## src/rtl/hazard_pkg.sv

```systemverilog
// Shared types and helpers for the pipeline hazard/stall controller.
package hazard_pkg;

   localparam int unsigned REG_W    = 5;
   localparam int unsigned MD_CNT_W = 8;

   typedef logic [REG_W-1:0] reg_idx_t;

   localparam reg_idx_t REG_ZERO = 5'd0;

   typedef enum logic {
      MD_IDLE = 1'b0,
      MD_BUSY = 1'b1
   } md_state_t;

   // Source-operand view of the instruction sitting in ID.
   typedef struct packed {
      reg_idx_t rs;
      reg_idx_t rt;
      logic     uses_rs;
      logic     uses_rt;
   } id_src_t;

   // True when a producer register feeds a live source operand of the ID instruction.
   function automatic logic reg_match(input reg_idx_t r, input id_src_t src);
      return (r != REG_ZERO) &&
             ((src.uses_rs && (r == src.rs)) || (src.uses_rt && (r == src.rt)));
   endfunction

endpackage

```

## src/rtl/md_busy_seq.sv

```systemverilog
// Mult/div busy sequencer: md_busy is high for MD_LATENCY cycles after each start.
module md_busy_seq
   import hazard_pkg::*;
#(
   parameter int unsigned MD_LATENCY = 32
) (
   input  logic clk,
   input  logic rst_n,
   input  logic md_start,
   output logic md_busy
);

   localparam logic [MD_CNT_W-1:0] CNT_LOAD = MD_CNT_W'(MD_LATENCY);
   localparam logic [MD_CNT_W-1:0] CNT_ONE  = MD_CNT_W'(1);

   md_state_t             state;
   logic [MD_CNT_W-1:0]   cnt;

   always_ff @(posedge clk or negedge rst_n) begin
      if (!rst_n) begin
         state <= MD_IDLE;
         cnt   <= '0;
      end else begin
         case (state)
            MD_IDLE: begin
               if (md_start) begin
                  state <= MD_BUSY;
                  cnt   <= CNT_LOAD;
               end
            end
            MD_BUSY: begin
               if (cnt == CNT_ONE) begin
                  // Back-to-back issue on the final busy cycle keeps the unit occupied.
                  if (md_start) begin
                     cnt <= CNT_LOAD;
                  end else begin
                     state <= MD_IDLE;
                     cnt   <= '0;
                  end
               end else begin
                  cnt <= cnt - CNT_ONE;
               end
            end
            default: begin
               state <= MD_IDLE;
               cnt   <= '0;
            end
         endcase
      end
   end

   assign md_busy = (state == MD_BUSY);

endmodule

```

## src/rtl/hazard_stall_ctrl.sv

```systemverilog
// Stall/flush controller for the 5-stage pipeline (load-use, branch-after-load, mult/div busy).
// Optional performance counters enabled with `define HAZARD_PERF_EN.
module hazard_stall_ctrl
   import hazard_pkg::*;
#(
   parameter int unsigned MD_LATENCY = 32,
   parameter int unsigned CNT_W      = 32
) (
   input  logic             clk,
   input  logic             rst_n,
   input  logic [REG_W-1:0] IF_ID_rs,
   input  logic [REG_W-1:0] IF_ID_rt,
   input  logic             IF_ID_uses_rs,
   input  logic             IF_ID_uses_rt,
   input  logic             IF_ID_is_branch,
   input  logic             IF_ID_is_md,
   input  logic             IF_ID_reads_hilo,
   input  logic [REG_W-1:0] ID_EX_rd,
   input  logic             ID_EX_MemRead,
   input  logic [REG_W-1:0] EX_MEM_rd,
   input  logic             EX_MEM_MemRead,
   input  logic             branch_taken,
   input  logic             jump,
   output logic             PC_Write,
   output logic             IF_ID_Write,
   output logic             ID_EX_Flush,
   output logic             IF_ID_Flush,
   output logic             md_start,
   output logic             md_busy,
   output logic [CNT_W-1:0] stall_cycles,
   output logic [CNT_W-1:0] flush_count
);

   id_src_t id_src;
   logic    load_use;
   logic    br_haz;
   logic    md_haz;
   logic    stall;

   assign id_src = '{rs: IF_ID_rs, rt: IF_ID_rt, uses_rs: IF_ID_uses_rs, uses_rt: IF_ID_uses_rt};

   // ALU results are forwarded into ID; only loads in EX/MEM and a busy mult/div force a stall.
   assign load_use = ID_EX_MemRead && reg_match(ID_EX_rd, id_src);
   assign br_haz   = IF_ID_is_branch && EX_MEM_MemRead && reg_match(EX_MEM_rd, id_src);
   assign md_haz   = md_busy && (IF_ID_is_md || IF_ID_reads_hilo);
   assign stall    = load_use || br_haz || md_haz;

   // Reset holds the front end frozen and squashed; stall overrides any redirect.
   always_comb begin
      PC_Write    = 1'b0;
      IF_ID_Write = 1'b0;
      ID_EX_Flush = 1'b1;
      IF_ID_Flush = 1'b1;
      md_start    = 1'b0;
      if (rst_n) begin
         if (stall) begin
            IF_ID_Flush = 1'b0;
         end else begin
            PC_Write    = 1'b1;
            IF_ID_Write = 1'b1;
            ID_EX_Flush = 1'b0;
            IF_ID_Flush = (branch_taken && IF_ID_is_branch) || jump;
            md_start    = IF_ID_is_md;
         end
      end
   end

   md_busy_seq #(
      .MD_LATENCY (MD_LATENCY)
   ) u_md_busy_seq (
      .clk      (clk),
      .rst_n    (rst_n),
      .md_start (md_start),
      .md_busy  (md_busy)
   );

`ifdef HAZARD_PERF_EN
   localparam logic [CNT_W-1:0] CNT_ONE = CNT_W'(1);

   logic [CNT_W-1:0] stall_q;
   logic [CNT_W-1:0] flush_q;

   // Saturating event counters.
   always_ff @(posedge clk or negedge rst_n) begin
      if (!rst_n) begin
         stall_q <= '0;
         flush_q <= '0;
      end else begin
         if (stall && (stall_q != '1)) begin
            stall_q <= stall_q + CNT_ONE;
         end
         if (IF_ID_Flush && (flush_q != '1)) begin
            flush_q <= flush_q + CNT_ONE;
         end
      end
   end

   assign stall_cycles = stall_q;
   assign flush_count  = flush_q;
`else
   assign stall_cycles = '0;
   assign flush_count  = '0;
`endif

endmodule

```

## config.mk

```make
export PLATFORM = sky130hd
export DESIGN_NAME = hazard_stall_ctrl
export DESIGN_NICKNAME = d
export VERILOG_FILES = /design/src/rtl/hazard_pkg.sv /design/src/rtl/md_busy_seq.sv /design/src/rtl/hazard_stall_ctrl.sv
export SDC_FILE = /design/constraint.sdc
export NUM_CORES = 1
export LEC_CHECK = 0
export BUFFER_PORTS_ARGS = -buffer_cell sky130_fd_sc_hd__buf_2
export CAP_MARGIN = 10
export CORE_ASPECT_RATIO = 0.5
export CORE_MARGIN = 8
export CORE_UTILIZATION = 42
export CTS_BUF_LIST = sky130_fd_sc_hd__clkbuf_4 sky130_fd_sc_hd__clkbuf_8
export CTS_CLUSTER_SIZE = 24
export DETAILED_ROUTE_END_ITERATION = 8
export PLACE_DENSITY = 0.88
export SETUP_SLACK_MARGIN = 0.1
export SYNTH_ARGS = -nofsm -noshare
export SYNTH_HDL_FRONTEND = slang
export SYNTH_SLANG_ARGS = --single-unit
```

## constraint.sdc

```tcl
create_clock -name clk -period 2.3 [get_ports clk]
set_input_delay 0.345 -clock clk [delete_from_list [all_inputs] [get_ports clk]]
set_output_delay 0.345 -clock clk [all_outputs]
set_load 0.03 [all_outputs]
```

==> results.py <==
metrics = {
    "status": {
        "run_status": "finished, final reports clean",
    },
    "logic_synthesis": {
        "syn_avg_cell_area_sq_um": 8.068,
        "ys_types": 35,
        "async_reset_ff_share_pct": 100.0,
        "synth_edf_count": 0,
        "synth_area_sq_um": 1331,
        "synth_commonest_cells": "buf_4, xnor2_1, dfrtp_1, nand2_1",
        "synth_most_common_cell": "buf_4",
        "synthTopCellsByArea": "buf_4, dfrtp_1, xnor2_1",
        "netlist.area_leader.share_pct": 36.65,
        "netlist_instances": 165,
        "synth_warnings": 0,
        "ys_seq_elements": 9,
        "post-synth-top-area-cell": "buf_4",
        "synthFlopType": "dfrtp_1",
        "seq_area_frac_synth_pct": 16.92,
    },
    "clocking": {
        "post_cts_buffers": 0,
        "insertion_delay_ps": 230,
        "clk_path_buf_depth": 2,
        "cts_buffers": 3,
        "ctsHoldBuffers": 0,
        "cts_sinks": 9,
        "htreeDepth": 1,
        "clockRootBuffer": "clkbuf_8",
        "cts_tree": "done",
        "path_clk_slew_ps": 40,
    },
    "floorplanning": {
        "start_util_pct": 44.19,
        "core_sq_um": 3013,
        "rows": 14,
        "ioPinCount": 101,
        "dieWidth_microns": 95.62,
        "dieArea_sq_um": 5337,
        "dieHeight_microns": 55.81,
    },
    "timing": {
        "worst-slew-pin-transition_ps": 565.5,
        "rsz0062_at_grt": "true",
        "fin_crit_ps": 2162,
        "setup-tns-final_ps": 0,
        "finalClockSkew_ps": 2.522,
        "slew_viol_final": 0,
        "fin_crit_sh_pct": 94.01,
        "relSlewSlack_pct": 61.77,
        "setup_violations": 0,
        "max_freq_mhz": 462.5,
        "hold_violations": 0,
    },
    "route": {
        "drt-wirelength-per-cell_microns": 13.07,
        "vias_per_cell": 4.426,
        "drtIter0Drc": 36,
        "drt_first_pass_iters": 4,
        "drc": 0,
        "antenna_left": 0,
        "wl_mm": 3.190,
        "vias": 1080,
    },
    "pwr": {
        "power_density_nw_per_um2": 847.8,
        "power_w": 0.001168,
        "ir_drop_mv": 0.3816,
        "p_leak_nw": 0.6868,
    },
    "final_layout": {
        "fill_cells": 296,
        "nNetsFinal": 238,
        "diodes": 0,
        "drive_gt1_share_pct": 23.04,
        "synthToLayoutAreaGrowth_pct": 3.477,
    },
    "worst_setup_path": {
        "slowest_stage": "or3_1",
        "r2r_slack_ps": 420,
        "worstRegToRegCells": 7,
        "critical_path.max_fanout": 6,
        "r2r-end": "u_md_busy_seq.cnt[2]",
        "critPathMaxStageDelay_ps": 360,
        "worstPathRequired_ps": 1960,
        "cp-end-kind": "primary output",
        "worstSetupPathType": "input port to primary output",
        "critPathLaunchType": "input port",
        "cp_common_cell": "buf_2",
        "crit_buf_inv": 2,
        "cpLargestDelayFamily": "compound AO/OA/AOI/OAI gates",
        "rr_startpoint": "u_md_busy_seq.cnt[1]",
        "path_cells": "buf_2 > or3_1 > o311a_1 > a32oi_4 > and3_1 > buf_2",
        "arrival_ps": 1820,
    },
    "grt": {
        "grt_overflow": 0,
        "grt_max_degree": 14,
        "grt_pass1_vias": 1031,
        "grt_pass1_wl_mm": 4.774,
        "antenna_found_initial": 0,
        "grtUsageTotal_pct": 11.03,
    },
    "min_path": {
        "hold_path_class": "input port to async pin",
    },
    "place": {
        "place_hpwl_mm": 2.760,
        "gp_congestion": 0.9807,
        "port_buffers": 36,
    },
    "flow_run": {
        "drv_cap": 0,
    },
}
==> placed cells by master (no fill, tap or decap), drive strengths merged, types with 2 or more instances in the layout <==
cell type	Yosys	layout
xnor2	21	21
inv	4	4
ha	2	2
a31o	2	2
nand4	4	4
conb	1	64
o22ai	2	2
buf	66	39
a21oi	6	6
o21ai	5	5
clkbuf	1	4
nor2	6	6
nand3	3	3
a32oi	3	3
a21o	2	2
nor3b	2	2
nand2	9	9
nor3	5	5
dfrtp	9	9
==> stage by stage <==
step           setup slack [ps]  area (sq um)  cells  util, %  hold slack, ps
2_1_floorplan             119.2          1568    228        -           49.41
3_3_place_gp              105.4          1318    240    43.73           308.7
3_5_place_dp              82.64          1318    240    43.73           308.2
4_1_cts                   128.6          1378    244    45.72           62.59
5_1_grt                   77.49          1378    244    45.72           64.29
6_report                  137.8          1378    244    45.72           62.45
==> worst max-delay path by stage <==
stage | from | endpoint | cells after the start
finish | EX_MEM_rd[0] | IF_ID_Write | 6
global route | EX_MEM_rd[0] | PC_Write | 6
CTS | EX_MEM_rd[0] | PC_Write | 6
detailed placement | EX_MEM_rd[0] | PC_Write | 6
global placement | EX_MEM_rd[0] | md_start | 6
floorplan | EX_MEM_rd[0] | PC_Write | 5
==> report_power, final <==
part | total [W] | internal, W | leakage [nW] | switching (W)
combinational | 0.000617 | 0.000221 | 0.554 | 0.000396
sequential | 0.000357 | 0.000238 | 0.106 | 0.000118
clock | 0.000194 | 0.000132 | 0.0262 | 0.0000618
==> cell families after synthesis <==
group                    count (synthesis)  synth area share (%)
AND/OR/NAND/NOR                         36                 14.66
other                                    1                0.2817
flip-flops                               9                 16.92
buffers and inverters                   71                 38.91
adder cells (fa/ha/maj)                  2                 1.879
AO/OA/AOI/OAI                           24                 12.88
XOR/XNOR                                22                 14.47
==> registers in the layout, indices dropped and copies added, names as in the netlist <==
name	cells
u_md_busy_seq.cnt	8
u_md_busy_seq.md_busy	1
==> cell type report <==
cell class / instances / area, sq um / share of cell area, %
flip-flops and latches: 9 / 225.2 / 16.35
well taps: 40 / 50.05 / 3.633
clock buffers: 4 / 48.80 / 3.542
multi-input cells: 148 / 835.8 / 60.67
repair buffers: 39 / 202.7 / 14.71
inverters: 4 / 15.01 / 1.090
==> what timing repair did <==
action,4_1_cts,5_1_grt
resized for setup,1,0
pin swaps,1,0
setup endpoints to repair,3,2
==> routing by layer <==
layer | global-route usage [%] | wire, microns
met5 | 0 | 0
met4 | 4.338 | 43
met3 | 2.557 | 415
met2 | 20.87 | 1676
met1 | 11.26 | 1054
==> worst register-to-register path, cell delays in order (launching register included) <==
cell	delay, ps
dfrtp_1	400
inv_1	90
ha_1	160
nor4b_1	490
a21oi_1	270
a21oi_1	200
a31o_2	110
a21oi_1	40
(Power assumes the default switching activity.)
